### src/rtl/keccak_absorb_arbiter.sv
// Round-robin arbiter in front of the hash_core ififo write port: locks one requester
// for a whole message, then appends SHA-3/SHAKE padding up to the rate boundary.
module keccak_absorb_arbiter #(
   parameter int NREQ = 3
) (
   input  logic                 clk,
   input  logic                 rst,
   input  logic [NREQ-1:0]      req,
   input  logic [32*NREQ-1:0]   din,
   input  logic [NREQ-1:0]      last,
   input  logic [2*NREQ-1:0]    mode,
   output logic [NREQ-1:0]      ack,
   output logic [NREQ-1:0]      grant,
   output logic                 busy,
   input  logic                 ififo_afull,
   output logic                 ififo_wen,
   output logic [31:0]          ififo_din,
   output logic [1:0]           ififo_mode,
   output logic                 ififo_last,
   output logic                 ififo_msg_end,
   output logic [2:0]           dbg_state
);

   localparam logic [31:0] PAD_END = 32'h8000_0000;

   typedef enum logic [2:0] {
      S_IDLE = 3'd0,
      S_DATA = 3'd1,
      S_PAD  = 3'd2,
      S_ZERO = 3'd3,
      S_END  = 3'd4,
      S_DONE = 3'd5
   } state_t;

   state_t          state_q, state_d;
   logic [1:0]      ptr_q, ptr_d;
   logic [1:0]      owner_q, owner_d;
   logic [1:0]      mode_q, mode_d;
   logic [NREQ-1:0] grant_q, grant_d;
   logic [5:0]      rate_q, rate_d;
   logic [5:0]      word_ctr_q, word_ctr_d;
   logic [7:0]      dom_q, dom_d;
   logic            wen_q, wen_d;
   logic [31:0]     din_q, din_d;
   logic            last_q, last_d;
   logic            msg_end_q, msg_end_d;

   logic [31:0]     sel_din;
   logic            sel_last;
   logic            pick_found;
   logic [1:0]      pick_idx;
   logic [1:0]      pick_mode;
   logic            at_last;
   logic            at_pre_last;
   logic [5:0]      ctr_inc;

   function automatic logic [5:0] rate_of(input logic [1:0] m);
      case (m)
         2'd0:    rate_of = 6'd18;
         2'd2:    rate_of = 6'd42;
         default: rate_of = 6'd34;
      endcase
   endfunction

   function automatic logic [7:0] dom_of(input logic [1:0] m);
      dom_of = m[1] ? 8'h1F : 8'h06;
   endfunction

   // Round-robin pick: requesters at or above ptr win first, then wrap to the low indices.
   always_comb begin
      pick_found = 1'b0;
      pick_idx   = 2'd0;
      pick_mode  = 2'd0;
      for (int i = 0; i < NREQ; i++) begin
         if (!pick_found && req[i] && (2'(i) >= ptr_q)) begin
            pick_found = 1'b1;
            pick_idx   = 2'(i);
         end
      end
      for (int i = 0; i < NREQ; i++) begin
         if (!pick_found && req[i]) begin
            pick_found = 1'b1;
            pick_idx   = 2'(i);
         end
      end
      for (int i = 0; i < NREQ; i++) begin
         if (pick_idx == 2'(i)) begin
            pick_mode = mode[2*i +: 2];
         end
      end
   end

   always_comb begin
      sel_din  = 32'h0;
      sel_last = 1'b0;
      for (int i = 0; i < NREQ; i++) begin
         if (owner_q == 2'(i)) begin
            sel_din  = din[32*i +: 32];
            sel_last = last[i];
         end
      end
   end

   assign at_last     = (word_ctr_q == rate_q - 6'd1);
   assign at_pre_last = (word_ctr_q == rate_q - 6'd2);
   assign ctr_inc     = at_last ? 6'd0 : word_ctr_q + 6'd1;

   // Handshake: a word moves when ack[i] is high at a clock edge; ack = grant & req & ~afull
   // only in DATA, so the requester must hold req/din/last stable until it sees ack.
   always_comb begin
      state_d    = state_q;
      ptr_d      = ptr_q;
      owner_d    = owner_q;
      mode_d     = mode_q;
      grant_d    = grant_q;
      rate_d     = rate_q;
      dom_d      = dom_q;
      word_ctr_d = word_ctr_q;
      wen_d      = 1'b0;
      din_d      = din_q;
      last_d     = 1'b0;
      msg_end_d  = 1'b0;
      ack        = '0;

      case (state_q)
         S_IDLE: begin
            if (pick_found) begin
               owner_d    = pick_idx;
               grant_d    = '0;
               for (int i = 0; i < NREQ; i++) begin
                  if (pick_idx == 2'(i)) grant_d[i] = 1'b1;
               end
               mode_d     = pick_mode;
               rate_d     = rate_of(pick_mode);
               dom_d      = dom_of(pick_mode);
               word_ctr_d = 6'd0;
               state_d    = S_DATA;
            end
         end

         S_DATA: begin
            ack = grant_q & req & {NREQ{~ififo_afull}};
            if (|ack) begin
               wen_d      = 1'b1;
               din_d      = sel_din;
               last_d     = at_last;
               word_ctr_d = ctr_inc;
               if (sel_last) state_d = S_PAD;
            end
         end

         S_PAD: begin
            if (!ififo_afull) begin
               wen_d      = 1'b1;
               din_d      = {24'h0, dom_q} | (at_last ? PAD_END : 32'h0);
               last_d     = at_last;
               word_ctr_d = ctr_inc;
               if (at_last) begin
                  msg_end_d = 1'b1;
                  state_d   = S_DONE;
               end else if (at_pre_last) begin
                  state_d = S_END;
               end else begin
                  state_d = S_ZERO;
               end
            end
         end

         S_ZERO: begin
            if (!ififo_afull) begin
               wen_d      = 1'b1;
               din_d      = 32'h0;
               word_ctr_d = ctr_inc;
               if (at_pre_last) state_d = S_END;
            end
         end

         S_END: begin
            if (!ififo_afull) begin
               wen_d      = 1'b1;
               din_d      = PAD_END;
               last_d     = 1'b1;
               msg_end_d  = 1'b1;
               word_ctr_d = ctr_inc;
               state_d    = S_DONE;
            end
         end

         S_DONE: begin
            grant_d = '0;
            ptr_d   = (owner_q == 2'(NREQ - 1)) ? 2'd0 : owner_q + 2'd1;
            state_d = S_IDLE;
         end

         default: state_d = S_IDLE;
      endcase
   end

   always_ff @(posedge clk or posedge rst) begin
      if (rst) begin
         state_q    <= S_IDLE;
         ptr_q      <= 2'd0;
         owner_q    <= 2'd0;
         mode_q     <= 2'd0;
         grant_q    <= '0;
         rate_q     <= 6'd0;
         dom_q      <= 8'd0;
         word_ctr_q <= 6'd0;
         wen_q      <= 1'b0;
         din_q      <= 32'h0;
         last_q     <= 1'b0;
         msg_end_q  <= 1'b0;
      end else begin
         state_q    <= state_d;
         ptr_q      <= ptr_d;
         owner_q    <= owner_d;
         mode_q     <= mode_d;
         grant_q    <= grant_d;
         rate_q     <= rate_d;
         dom_q      <= dom_d;
         word_ctr_q <= word_ctr_d;
         wen_q      <= wen_d;
         din_q      <= din_d;
         last_q     <= last_d;
         msg_end_q  <= msg_end_d;
      end
   end

   assign grant         = grant_q;
   assign busy          = (state_q != S_IDLE);
   assign ififo_wen     = wen_q;
   assign ififo_din     = din_q;
   assign ififo_mode    = mode_q;
   assign ififo_last    = last_q;
   assign ififo_msg_end = msg_end_q;
   assign dbg_state     = state_q;

endmodule

### config.mk
export PLATFORM = sky130hd
export DESIGN_NAME = keccak_absorb_arbiter
export DESIGN_NICKNAME = d
export VERILOG_FILES = /design/src/rtl/keccak_absorb_arbiter.sv
export SDC_FILE = /design/constraint.sdc
export NUM_CORES = 1
export LEC_CHECK = 0
export BUFFER_PORTS_ARGS = -buffer_cell sky130_fd_sc_hd__buf_2
export CORE_ASPECT_RATIO = 1.75
export CORE_MARGIN = 2
export CORE_UTILIZATION = 35
export DETAILED_ROUTE_END_ITERATION = 7
export GPL_TIMING_DRIVEN = 0
export REMOVE_ABC_BUFFERS = 1
export SYNTH_ARGS = -nofsm -noshare
export SYNTH_HDL_FRONTEND = slang
export SYNTH_SLANG_ARGS = --single-unit
### constraint.sdc
create_clock -name clk -period 3.8 [get_ports clk]
set_input_delay 0.57 -clock clk [delete_from_list [all_inputs] [get_ports clk]]
set_output_delay 0.57 -clock clk [all_outputs]
set_load 0.03 [all_outputs]
# ---- Word-level counts from Yosys, hierarchy flattened
# Index checks and enable logic that the tools add are counted.
dict set report word_totals {
  ff_bits 67
  inputBits 111
  elab_cells 130
}
dict set report op_classes {
  addsub 4
  order_cmp 3
  n_eq_ne 20
  muxes 59
  bitwise_logic 4
  n_reduce_logical 28
}
# op n
set op_table {}
lappend op_table {{32-bit two-way mux} 8}
lappend op_table {{32-bit case mux with 4 select lines} 1}
lappend op_table {{3-bit two-way mux} 11}
lappend op_table {{8-bit by 32-bit OR with 32-bit output} 1}
lappend op_table {{6-bit two-way mux} 4}
lappend op_table {{1-bit two-way mux} 19}
lappend op_table {{6-bit case mux with 3 select lines} 1}
lappend op_table {{2-bit two-way mux} 8}
lappend op_table {{2-bit inequality test (second input constant)} 8}
lappend op_table {{3-bit case mux with 5 select lines} 1}
lappend op_table {{6-bit equality test} 2}
lappend op_table {{6-bit case mux with 2 select lines} 1}
lappend op_table {{1-bit logical AND} 8}
lappend op_table {{7-bit AND reduction} 1}
lappend op_table {{6-bit by 1-bit adder with 6-bit output (second input constant)} 1}
lappend op_table {{3-bit AND} 2}
lappend op_table {{2-bit equality test (second input constant)} 3}
lappend op_table {{3-bit by 2-bit equality test with 1-bit output (second input constant)} 2}
lappend op_table {{3-bit equality test (second input constant)} 2}
lappend op_table {{2-bit zero test} 3}
lappend op_table {{3-bit case mux with 2 select lines} 1}
lappend op_table {{3-bit nonzero test} 2}
lappend op_table {{3-bit OR reduction} 2}
lappend op_table {{6-bit by 1-bit subtractor with 6-bit output (second input constant)} 1}
lappend op_table {{other kinds (17)} 25}

# ---- Logic depth before layout (Yosys ltp)
# Gate-level depths: netlist of the first run.
dict set report logic_depth {
  ltp_word 26
  mapped_depth 8
  depth_no_buf 7
}

# ---- Worst setup path after synthesis of the first run
# OpenSTA, ideal clock, no wires.
dict set report synth_path {
  path_kind {in2out}
  from {input port ififo_afull}
  to {output port ack[0]}
  arrival_time_ns 1.494
  slack_ns 1.736
  cell_stages 2
  path_buffers 1
  cell_sequence {clkbuf_1 > nor3_1}
}
dict set report synth_via {
  elab_chain_len 3
}
# item line
set synth_lines {}
lappend synth_lines {{start, declared} 15} ;# input logic ififo_afull,
lappend synth_lines {{1-bit NOT} 142} ;# ack = grant_q & req & {NREQ{~ififo_afull}};
lappend synth_lines {{3-bit AND} 142}
lappend synth_lines {{3-bit two-way mux} 125} ;# case (state_q)
lappend synth_lines {{end, declared} 12} ;# output logic [NREQ-1:0] ack,
# Every way passes these cells.

# ---- Final worst setup path of the first run
dict set report layout_path {
  from {register state_q[2], in the netlist dbg_state[2]}
  to {register din_q[1], in the netlist ififo_din[1]}
}
dict set report layout_via {
  elab_chain_len 3
  elab_cells_between_ends 11
}
# item line
set layout_lines {}
lappend layout_lines {{start, declared} 35} ;# state_t state_q, state_d;
lappend layout_lines {{start signal, assigned} 214} ;# state_q <= state_d;
lappend layout_lines {{3-bit equality test (tied with other cells)} 125}
lappend layout_lines {{4-bit nonzero test (no source line) / 2-bit inequality test (equally long branches)} n/a}
lappend layout_lines {{5-bit AND reduction (no source line)} n/a}
lappend layout_lines {{end signal, assigned} 223} ;# din_q <= din_d;
lappend layout_lines {{end, declared} 44} ;# logic [31:0] din_q, din_d;
# Several ways; a longest one is shown, not always the timed one.
# A chain may end at the register's enable or synchronous reset.

==> results of run 1 <==
==> cell families (layout without fill, tap and decap cells) <==
family | count (synthesis) | count (layout) | synth area share, %
AND/OR/NAND/NOR | 137 | 137 | 17.04
AO/OA/AOI/OAI | 113 | 113 | 23.46
flip-flops | 57 | 57 | 39.97
multiplexers | 39 | 39 | 11.15
buffers and inverters | 39 | 187 | 5.540
XOR/XNOR | 7 | 7 | 2.139
adder cells (fa/ha/maj) | 2 | 2 | 0.7012
==> state kept, by name (all words and copies together), names as in the netlist <==
| signal | cells |
|---|---|
| ififo_din | 32 |
| word_ctr_q | 6 |
| dbg_state | 3 |
| grant | 3 |
| rate_q | 3 |
| dom_q | 2 |
| owner_q | 2 |
| ptr_q | 2 |
| ififo_last | 1 |
| ififo_mode | 1 |
| ififo_msg_end | 1 |
| ififo_wen | 1 |
==> critical path, cell delays in order, from the launching register on <==
cell,delay (ns)
dfrtp_1,0.66
nand2b_1,0.40
o21ai_2,0.11
a21oi_4,0.63
clkinv_1,0.42
mux2_2,0.37
==> per-stage QoR <==
stage                     setup TNS (ns)  instance area [um^2]  hold WS (ns)
final                                  0                  4771        0.3782
after global routing                   0                  4771        0.4548
after CTS                              0                  4770        0.4104
after detailed placement               0                  4439        0.4642
after global placement            -7.272                  4350        0.4570
after floorplan                        0                  3408        0.4904
==> cell usage in the layout, fill, tap and decap left out, types with 2 or more instances in the layout <==
cell | netlist | final
dfrtp_2 | 0 | 2
o21a_1 | 2 | 2
clkbuf_8 | 0 | 2
xnor2_1 | 5 | 5
bufinv_16 | 0 | 2
o21ai_0 | 16 | 16
nor3_1 | 7 | 7
ha_1 | 2 | 2
mux2_2 | 6 | 6
nand3_1 | 6 | 6
and2_1 | 2 | 2
buf_12 | 0 | 3
o21ai_2 | 2 | 2
nor2_1 | 46 | 46
o2bb2ai_1 | 2 | 2
o31ai_1 | 8 | 8
a21oi_1 | 36 | 36
clkbuf_16 | 0 | 9
inv_1 | 9 | 8
o22ai_1 | 4 | 4
nand2b_1 | 7 | 7
a22oi_1 | 4 | 4
or3_1 | 2 | 2
nand2_1 | 55 | 54
mux2i_1 | 33 | 33
a31oi_1 | 4 | 4
nor2b_1 | 4 | 3
nand3b_1 | 3 | 3
buf_2 | 7 | 157
o31ai_2 | 21 | 21
dfrtp_1 | 57 | 55
clkinv_2 | 0 | 2
==> final cells by class <==
type / count / share of cell area [%]
clock buffers: 11 / 5.298
clock inverters: 5 / 1.626
inverters: 10 / 0.7868
multi-input cells: 298 / 41.02
flip-flops and latches: 57 / 29.95
well taps: 125 / 3.278
repair buffers: 161 / 18.04
==> final timing paths <==
path	depth (start not counted)	slack, ns	to	startpoint
max in group asynchronous	3	2.82	owner_q[1]	rst
hold / removal	2	0.38	ififo_din[27]	rst
setup / recovery	5	1.09	ififo_din[1]	dbg_state[2]
min in group clk	2	0.47	ififo_din[30]	ififo_din[30]
setup reg to reg	5	1.09	ififo_din[1]	dbg_state[2]
hold reg to reg	2	0.47	ififo_din[30]	ififo_din[30]
==> power breakdown <==
part	switching [uW]	leakage, uW	internal (uW)
Clock	273	0.000162	606
Sequential	301	0.000723	855
Combinational	1330	0.00141	788
Total	1910	0.00229	2250
==> layer usage <==
metal,global-route usage (%),vias to the layer above
li1,-,1683
met1,19.27,1533
met2,33.61,116
met3,3.997,24
met4,8.757,0
met5,0,-
==> metrics.txt, run 1 <==
main area contributors after synthesis=dfrtp_1, mux2i_1, o31ai_2; Routed Antenna Nets=0; Non-Filler Instances=667; crit path max fanout=24; synthesized flop and latch total=57; initial antenna violation count=0; crit share post-route=between 70% and 80%; result of the run=completed; Synth top cells by count=dfrtp_1, nand2_1, nor2_1; Worst VDD drop=0.4284 mV; routability cong.=between 0.7 and 0.8; largest net degree at the start of global routing=38; CTS tree=yes; PwrDens=871.4 nW/um^2; Core Region=roughly 9900 um^2; routed length on met3=between 500 and 600 um; uppermost routed layer=met4; post-DR wirelength/cell=14.67 um; die height=roughly 140 um; Post-synth EDFFs=0; mapped cell area=3568 um^2; synth warn=0; drt first pass iters=4; RSZ-0062 raised after global routing=no; Worst Slack Setup Final=1.087 ns; critical path type=flop to flop; Mapped Cells=394; Iter 0 DRT Violations=147; cell with the most instances after synthesis=dfrtp_1; DP HPWL=~7500 um; number of placed I/O pins=158; Routed WL=9783 um; vias in the first global route=3406; via count=3356; Layout area overhead=33.70%; CTS Sinks=57; post-synth top area cell=dfrtp_1; Reg clk slew, reported paths=0.05 ns; Final Util=48.14%; worst hold path class=input port to async pin; Total Die Area=~11000 um^2; Placement Setup Slack=1.071 ns; Placed Instances=651; CP Launch Type=flop; fraction of layout cells with a size suffix above 1=39.85%; Root Driver=clkbuf_16; Remaining DRCs=0; # rows=48; Power Total=slightly above 4000 uW; final setup fails=0; Post-synth top flop=dfrtp_1; sequential area share after synthesis=39.97%; Die Wd=80.33 um; clk_skew=~0.0063 ns; area of the multi-input gates=1957 um^2; WP data required=between 4 and 5 ns; Slew Viols, Final=0; Fillers=between 900 and 1000; CP arrival=2.92 ns; min cycle time layout=2.713 ns; Synth Area per Inst=about 9 um^2; Peak Freq=0.3685 GHz; port bufs=157; Tot GR Track Use=18.27%; Slew HR=between 40% and 50%; Seq. cell area=between 1000 and 1500 um^2; antenna fix cells=0; Post-CTS Resized=0; Setup crit end kind=flop; H-tree lvl count=3; Post-CTS Hold Fix Bufs=0; clock latency at the later pin of the worst-skew pair=0.33 ns; Async SR Flop Fraction=100.0%; count of cell types in the netlist=53; Starting Density=36.01%; Synth top area share=39.97%; clock buffer depth=2; Setup Buffers After CTS=0; first-pass GRT wire length=15810 um; Layout Nets=650; Final Hold Viols=0; Num CTS Buffers=9; DRT met1 WL=3569 um; Worst-Margin Slew=0.8529 ns; total grt overflow=0; Max Cap Violations=0; vias per cell=5.031; metal2 WL=about 5400 um; Leakage Power=0.002293 uW
Power figures use the tool's default switching activity.
==> inputs of run 2 (changes only) <==
- clock period: 3.8 -> 2.3 ns (I/O delays scaled with it)
==> run 2 against run 1 <==
Net effect:
- design area is 0.55% higher
- maximum frequency is 27% higher
- critical path depth did not move
- via count is 1.5% higher
- clock-buffer cell count is the same
- critical path type unchanged
- highest routed layer unchanged
==> metrics.txt, run 2 (synthesis gave the netlist of run 1 again) <==
result of the run=completed; Seq. cell area=1435 um^2 (+0.44%); crit share post-route=92.86% (+21 points); Num CTS Buffers=9 (unchanged); CP Launch Type=flop; switching power=3195 uW (+67%); Placement Setup Slack=-0.4288 ns (-1.500 ns); r2r worst-path depth=5 (unchanged); Post-Route Hold Slack=0.1582 ns (-0.2200 ns); Root Driver=clkbuf_16; critical path type=flop to flop; Switching Share=46.09% (+0.19 points); clk_skew=0.006198 ns (-0.00009093 ns); crit path max fanout=17 (-29%); Setup crit end kind=flop; Worst VDD drop=0.7082 mV (+65%); Remaining DRCs=0 (unchanged); Final Hold Viols=0 (unchanged); clock buffer depth=2 (unchanged); reg2reg setup slack=0.16 ns (-0.92 ns); Total Die Area=11050 um^2 (unchanged); R2R Path End=ififo_din[1]; vias in the first global route=3439 (+0.97%); routability cong.=0.7751 (unchanged); vias per cell=5.102 (+1.4%); Layout Nets=651 (+0.15%); Clk network pwr share=21.0% (about the same); Logic pwr share=51.3% (+0.3 points); max FFs per register=32 (unchanged); P_int=3736 uW (+66%); # rows=48 (unchanged); worst hold path class=input port to async pin; post-DR wirelength/cell=14.94 um (+1.9%); post-route setup TNS=0 ns (unchanged); Max Cap Violations=0 (unchanged); Layout area overhead=34.43%; CP Launch Point=dbg_state[2]; number of placed I/O pins=158 (unchanged); Tot GR Track Use=18.69% (+0.42 points); Slew HR=43.63% (+0.69 points); final setup fails=0 (unchanged); fraction of layout cells with a size suffix above 1=40.88% (+1.0 points); Fillers=996 (+0.71%); clock latency at the later pin of the worst-skew pair=0.33 ns (about the same); Iter 0 DRT Violations=210 (+43%); CTS Sinks=57 (unchanged); Slew Viols, Final=0 (unchanged); most frequent cells in the layout=buf_2, nand2_1, dfrtp_1; die height=137.6 um (unchanged); initial antenna violation count=0 (unchanged); Reg power frac=27.7% (about the same); Worst Slack Setup Final=0.1643 ns (-0.9222 ns); post-route cell area=4797 um^2 (+0.55%); RR Startpoint=dbg_state[2]; RSZ-0062 raised after global routing=no; Leakage Power=0.002290 uW (-0.15%); H-tree lvl count=3 (unchanged); total grt overflow=0 (unchanged); WP data required=2.51 ns (-1.50 ns); Routed Antenna Nets=0 (unchanged); Die Wd=80.33 um (unchanged); Routed WL=9982 um (+2.0%); port bufs=157 (unchanged); CP arrival=2.34 ns (-0.58 ns); DP HPWL=7487 um (unchanged); largest net degree at the start of global routing=38 (unchanged); Peak Freq=0.4682 GHz (+27%); placed instance area=4439 um^2 (unchanged); first-pass GRT wire length=16130 um (+2.0%); CTS tree=yes; commonest non-fill, non-tap cell in the layout=buf_2; Power Total=6931 uW (+67%); area of the multi-input gates=1973 um^2 (+0.83%); Post-CTS Hold Fix Bufs=0 (unchanged); Starting Density=36.01% (unchanged); min cycle time layout=2.136 ns (-0.5778 ns); drt first pass iters=4 (unchanged); via count=3408 (+1.5%); Setup Buffers After CTS=0 (unchanged); Reg clk slew, reported paths=0.05 ns (about the same); Worst-Margin Slew=0.8456 ns (-0.007367 ns); Core Region=9910 um^2 (unchanged); antenna fix cells=0 (unchanged); PwrDens=1445 nW/um^2 (+66%)
==> run 2: power groups by stage <==
| stage | Sequential [uW] | Combinational, uW | Clock [uW] |
|---|---|---|---|
| 2_1_floorplan | 2450 | 1920 | 0 |
| 6_report | 1920 | 3560 | 1450 |
| 4_1_cts | 1920 | 3590 | 1480 |
| 5_1_grt | 2010 | 3920 | 1520 |
| 3_5_place_dp | 1920 | 3550 | 0 |
| 3_3_place_gp | 1970 | 3330 | 0 |
==> run 2: worst max-delay path by stage <==
| stage | slack, ns | endpoint |
|---|---|---|
| 6_report | 0.16 | ififo_din[1] |
| 5_1_grt | 0.02 | ififo_din[1] |
| 4_1_cts | 0.05 | ififo_din[1] |
| 3_5_place_dp | -0.43 | ififo_din[1] |
| 3_3_place_gp | -2.23 | ififo_din[4] |
| 2_1_floorplan | -1.37 | ififo_din[0] |
==> run 2: layer usage <==
metal,global-route usage [%],vias to the layer above,wire (um)
met3,3.866,24,547
met4,9.228,0,321
li1,-,1694,-
met1,19.98,1571,3629
met2,34.12,119,5483
met5,0,-,0
==> run 2: final cells by class <==
cell class                      instances  share of cell area, %
Multi-Input combinational cell        299                  41.13
Timing Repair Buffer                  161                  17.94
Clock inverter                          5                  1.617
Tap cell                              125                  3.260
Inverter                               10                 0.8607
Sequential cell                        57                  29.92
Clock buffer                           11                  5.269
==> run 2: through the flow <==
step	instances	util, %
floorplan	365	-
global placement	647	43.90
detailed placement	651	44.80
CTS	668	48.32
global route	668	48.41
finish	668	48.41
==> run 2: what timing repair did <==
item                                    CTS  global route
gates cloned                              1             0
resized for setup                         4             4
pin swaps                                 0             0
endpoints found under the setup margin   30             6
==> run 2: worst max-delay path, cell delays in order (launching register included) <==
cell,delay (ns)
dfrtp_2,0.53
nand2b_2,0.31
o21ai_2,0.12
a21oi_4,0.44
clkinvlp_4,0.29
mux2_2,0.32
==> inputs of run 3 (changes only) <==
==> constraint.sdc (replaced) <==
create_clock -name clk -period 2.3 [get_ports clk]
set_input_delay 0 -clock clk [delete_from_list [all_inputs] [get_ports clk]]
set_output_delay 0 -clock clk [all_outputs]
set_load 0.03 [all_outputs]
==> run 3 against run 2 <==
Net effect:
- core utilization is 1.1 points higher
- maximum frequency barely moved
- clock power hardly changed
- sequential cell count did not move
- register-to-register slack barely moved
- clock skew is 0.00089 ns higher
- clock-buffer cell count unchanged
- non-clock buffer count up 11
- worst setup slack got worse by 0.0012 ns
- die area unchanged
- via count increased by 1.3%
==> metrics.txt, run 3 (synthesis gave the netlist of run 1 again) <==
result of the run=completed; vias in the first global route=3509 (+2.0%); Root Driver=clkbuf_16; Iter 0 DRT Violations=176 (-16%); crit share post-route=92.91% (about the same); Clk network pwr share=20.9% (about the same); clk_skew=0.007089 ns (+0.0008905 ns); # rows=48 (unchanged); DP HPWL=7487 um (unchanged); crit path max fanout=17 (unchanged); largest net degree at the start of global routing=38 (unchanged); Placed Instances=651 (unchanged); Worst VDD drop=0.7085 mV (about the same); Starting Density=36.01% (unchanged); critical path type=flop to flop; Core Region=9910 um^2 (unchanged); delay-heaviest family, CP=compound AO/OA/AOI/OAI gates; total grt overflow=0 (unchanged); Non-Filler Instances=679 (+1.6%); P_int=3748 uW (+0.32%); Setup crit end kind=flop; CP arrival=2.34 ns (about the same); commonest non-fill, non-tap cell in the layout=buf_2; number of placed I/O pins=158 (unchanged); vias per cell=5.082 (-0.38%); Remaining DRCs=0 (unchanged); Layout area overhead=37.52%; antenna fix cells=0 (unchanged); Routed Antenna Nets=0 (unchanged); CP Launch Type=flop; Reg power frac=27.7% (about the same); clock buffer depth=2 (unchanged); max FFs per register=32 (unchanged); min cycle time layout=2.137 ns (+0.001235 ns); PwrDens=1415 nW/um^2 (-2.1%); most frequent cells in the layout=buf_2, nand2_1, dfrtp_1; Peak Freq=0.4680 GHz (about the same); Layout Nets=662 (+1.7%); port bufs=157 (unchanged); Fillers=984 (-1.2%); WP data required=2.51 ns (about the same); Leakage Power=0.002336 uW (+2.0%); Slew Viols, Final=0 (unchanged); Crit path largest cell delay=0.53 ns (about the same); initial antenna violation count=0 (unchanged); Total Die Area=11050 um^2 (unchanged); fraction of layout cells with a size suffix above 1=40.07% (-0.81 points); Routed WL=10180 um (+1.9%); Die Wd=80.33 um (unchanged); final setup fails=0 (unchanged); cell with the largest stage delay on the worst path=dfrtp_2; Worst-Margin Slew=0.8399 ns (-0.005660 ns); post-route setup TNS=0 ns (unchanged); critical-path cell list=nand2b_2 > o21ai_2 > a21oi_4 > clkinvlp_4 > mux2_2; CTS tree=yes; worst hold path class=input port to flop; Tot GR Track Use=19.05% (+0.35 points); Switching Share=46.02% (-0.075 points); Num CTS Buffers=9 (unchanged); Reg clk slew, reported paths=0.05 ns (about the same); post-route cell area=4907 um^2 (+2.3%); routability cong.=0.7751 (unchanged); post-DR wirelength/cell=14.99 um (+0.29%); CTS Sinks=57 (unchanged); Slew HR=44.01% (+0.38 points); drt first pass iters=4 (unchanged); H-tree lvl count=3 (unchanged); die height=137.6 um (unchanged); Final Hold Viols=0 (unchanged); clock latency at the later pin of the worst-skew pair=0.32 ns (about the same); RSZ-0062 raised after global routing=no; Power Total=6943 uW (+0.18%); first-pass GRT wire length=16420 um (+1.8%); placed instance area=4439 um^2 (unchanged); via count=3451 (+1.3%); switching power=3195 uW (about the same); Max Cap Violations=0 (unchanged); CP bufs+invs=1 (unchanged); Logic pwr share=51.4% (about the same)
==> run 3: cell count changes in the layout (fill, tap and decap cells not counted), sizes merged <==
| cell | delta |
|---|---|
| dlygate4sd3 | +11 |
==> run 3: worst min-delay path, delay by kind of cell <==
kind | cells | cell delay, ns
AO/OA/AOI/OAI | 2 | 0.22
buffers and inverters | 1 | 0.08
==> run 3: cell type report <==
class	instances	area, um^2	share of cell area (%)
clock inverters	5	77.57	1.581
repair buffers	172	970.9	19.79
flip-flops and latches	57	1435	29.25
multi-input cells	299	1973	40.21
clock buffers	11	252.7	5.150
inverters	10	41.29	0.8414
well taps	125	156.4	3.187
==> run 3: through the flow <==
| step | hold slack [ns] | setup WS, ns | util, % |
|---|---|---|---|
| 6_report | 0.005634 | 0.1631 | 49.52 |
| 5_1_grt | 0.01346 | 0.01768 | 49.52 |
| 4_1_cts | 0.0009988 | 0.04827 | 49.43 |
| 3_5_place_dp | 0.1890 | -0.4288 | 44.80 |
| 3_3_place_gp | 0.3261 | -2.230 | 43.90 |
| 2_1_floorplan | 0.1222 | -1.371 | - |
==> run 3: final timing paths <==
path / from / to / slack (ns) / cells past startpoint
max in group asynchronous: rst / owner_q[1] / 1.33 / 4
max reg2reg: dbg_state[2] / ififo_din[1] / 0.16 / 5
min in group asynchronous: rst / ififo_din[27] / 0.36 / 3
min reg2reg: ififo_din[30] / ififo_din[30] / 0.47 / 2
min: din[84] / ififo_din[20] / 0.006 / 3
max: dbg_state[2] / ififo_din[1] / 0.16 / 5
==> run 3: power groups by stage <==
stage	registers (uW)	logic (uW)	clock network, uW
6_report	1920	3570	1450
2_1_floorplan	2450	1920	0
3_3_place_gp	1970	3330	0
5_1_grt	2010	3930	1520
3_5_place_dp	1920	3550	0
4_1_cts	1920	3610	1480
==> run 3: what timing repair did <==
action | CTS | global route
hold endpoints to repair | 43 | 0
cloned | 1 | 0
setup endpoints to repair | 30 | 6
resized for setup | 4 | 4
hold buffers | 11 | 0
setup buffers | 0 | 0
==> run 3: metal layers <==
metal  track usage (%)  vias up  part of all wire [%]
met1             19.90     1598                    36
met2             35.42      117                    56
met5                 0        -                     0
li1                  -     1713                     -
met3             3.866       23                   5.1
met4             9.228        0                   3.3
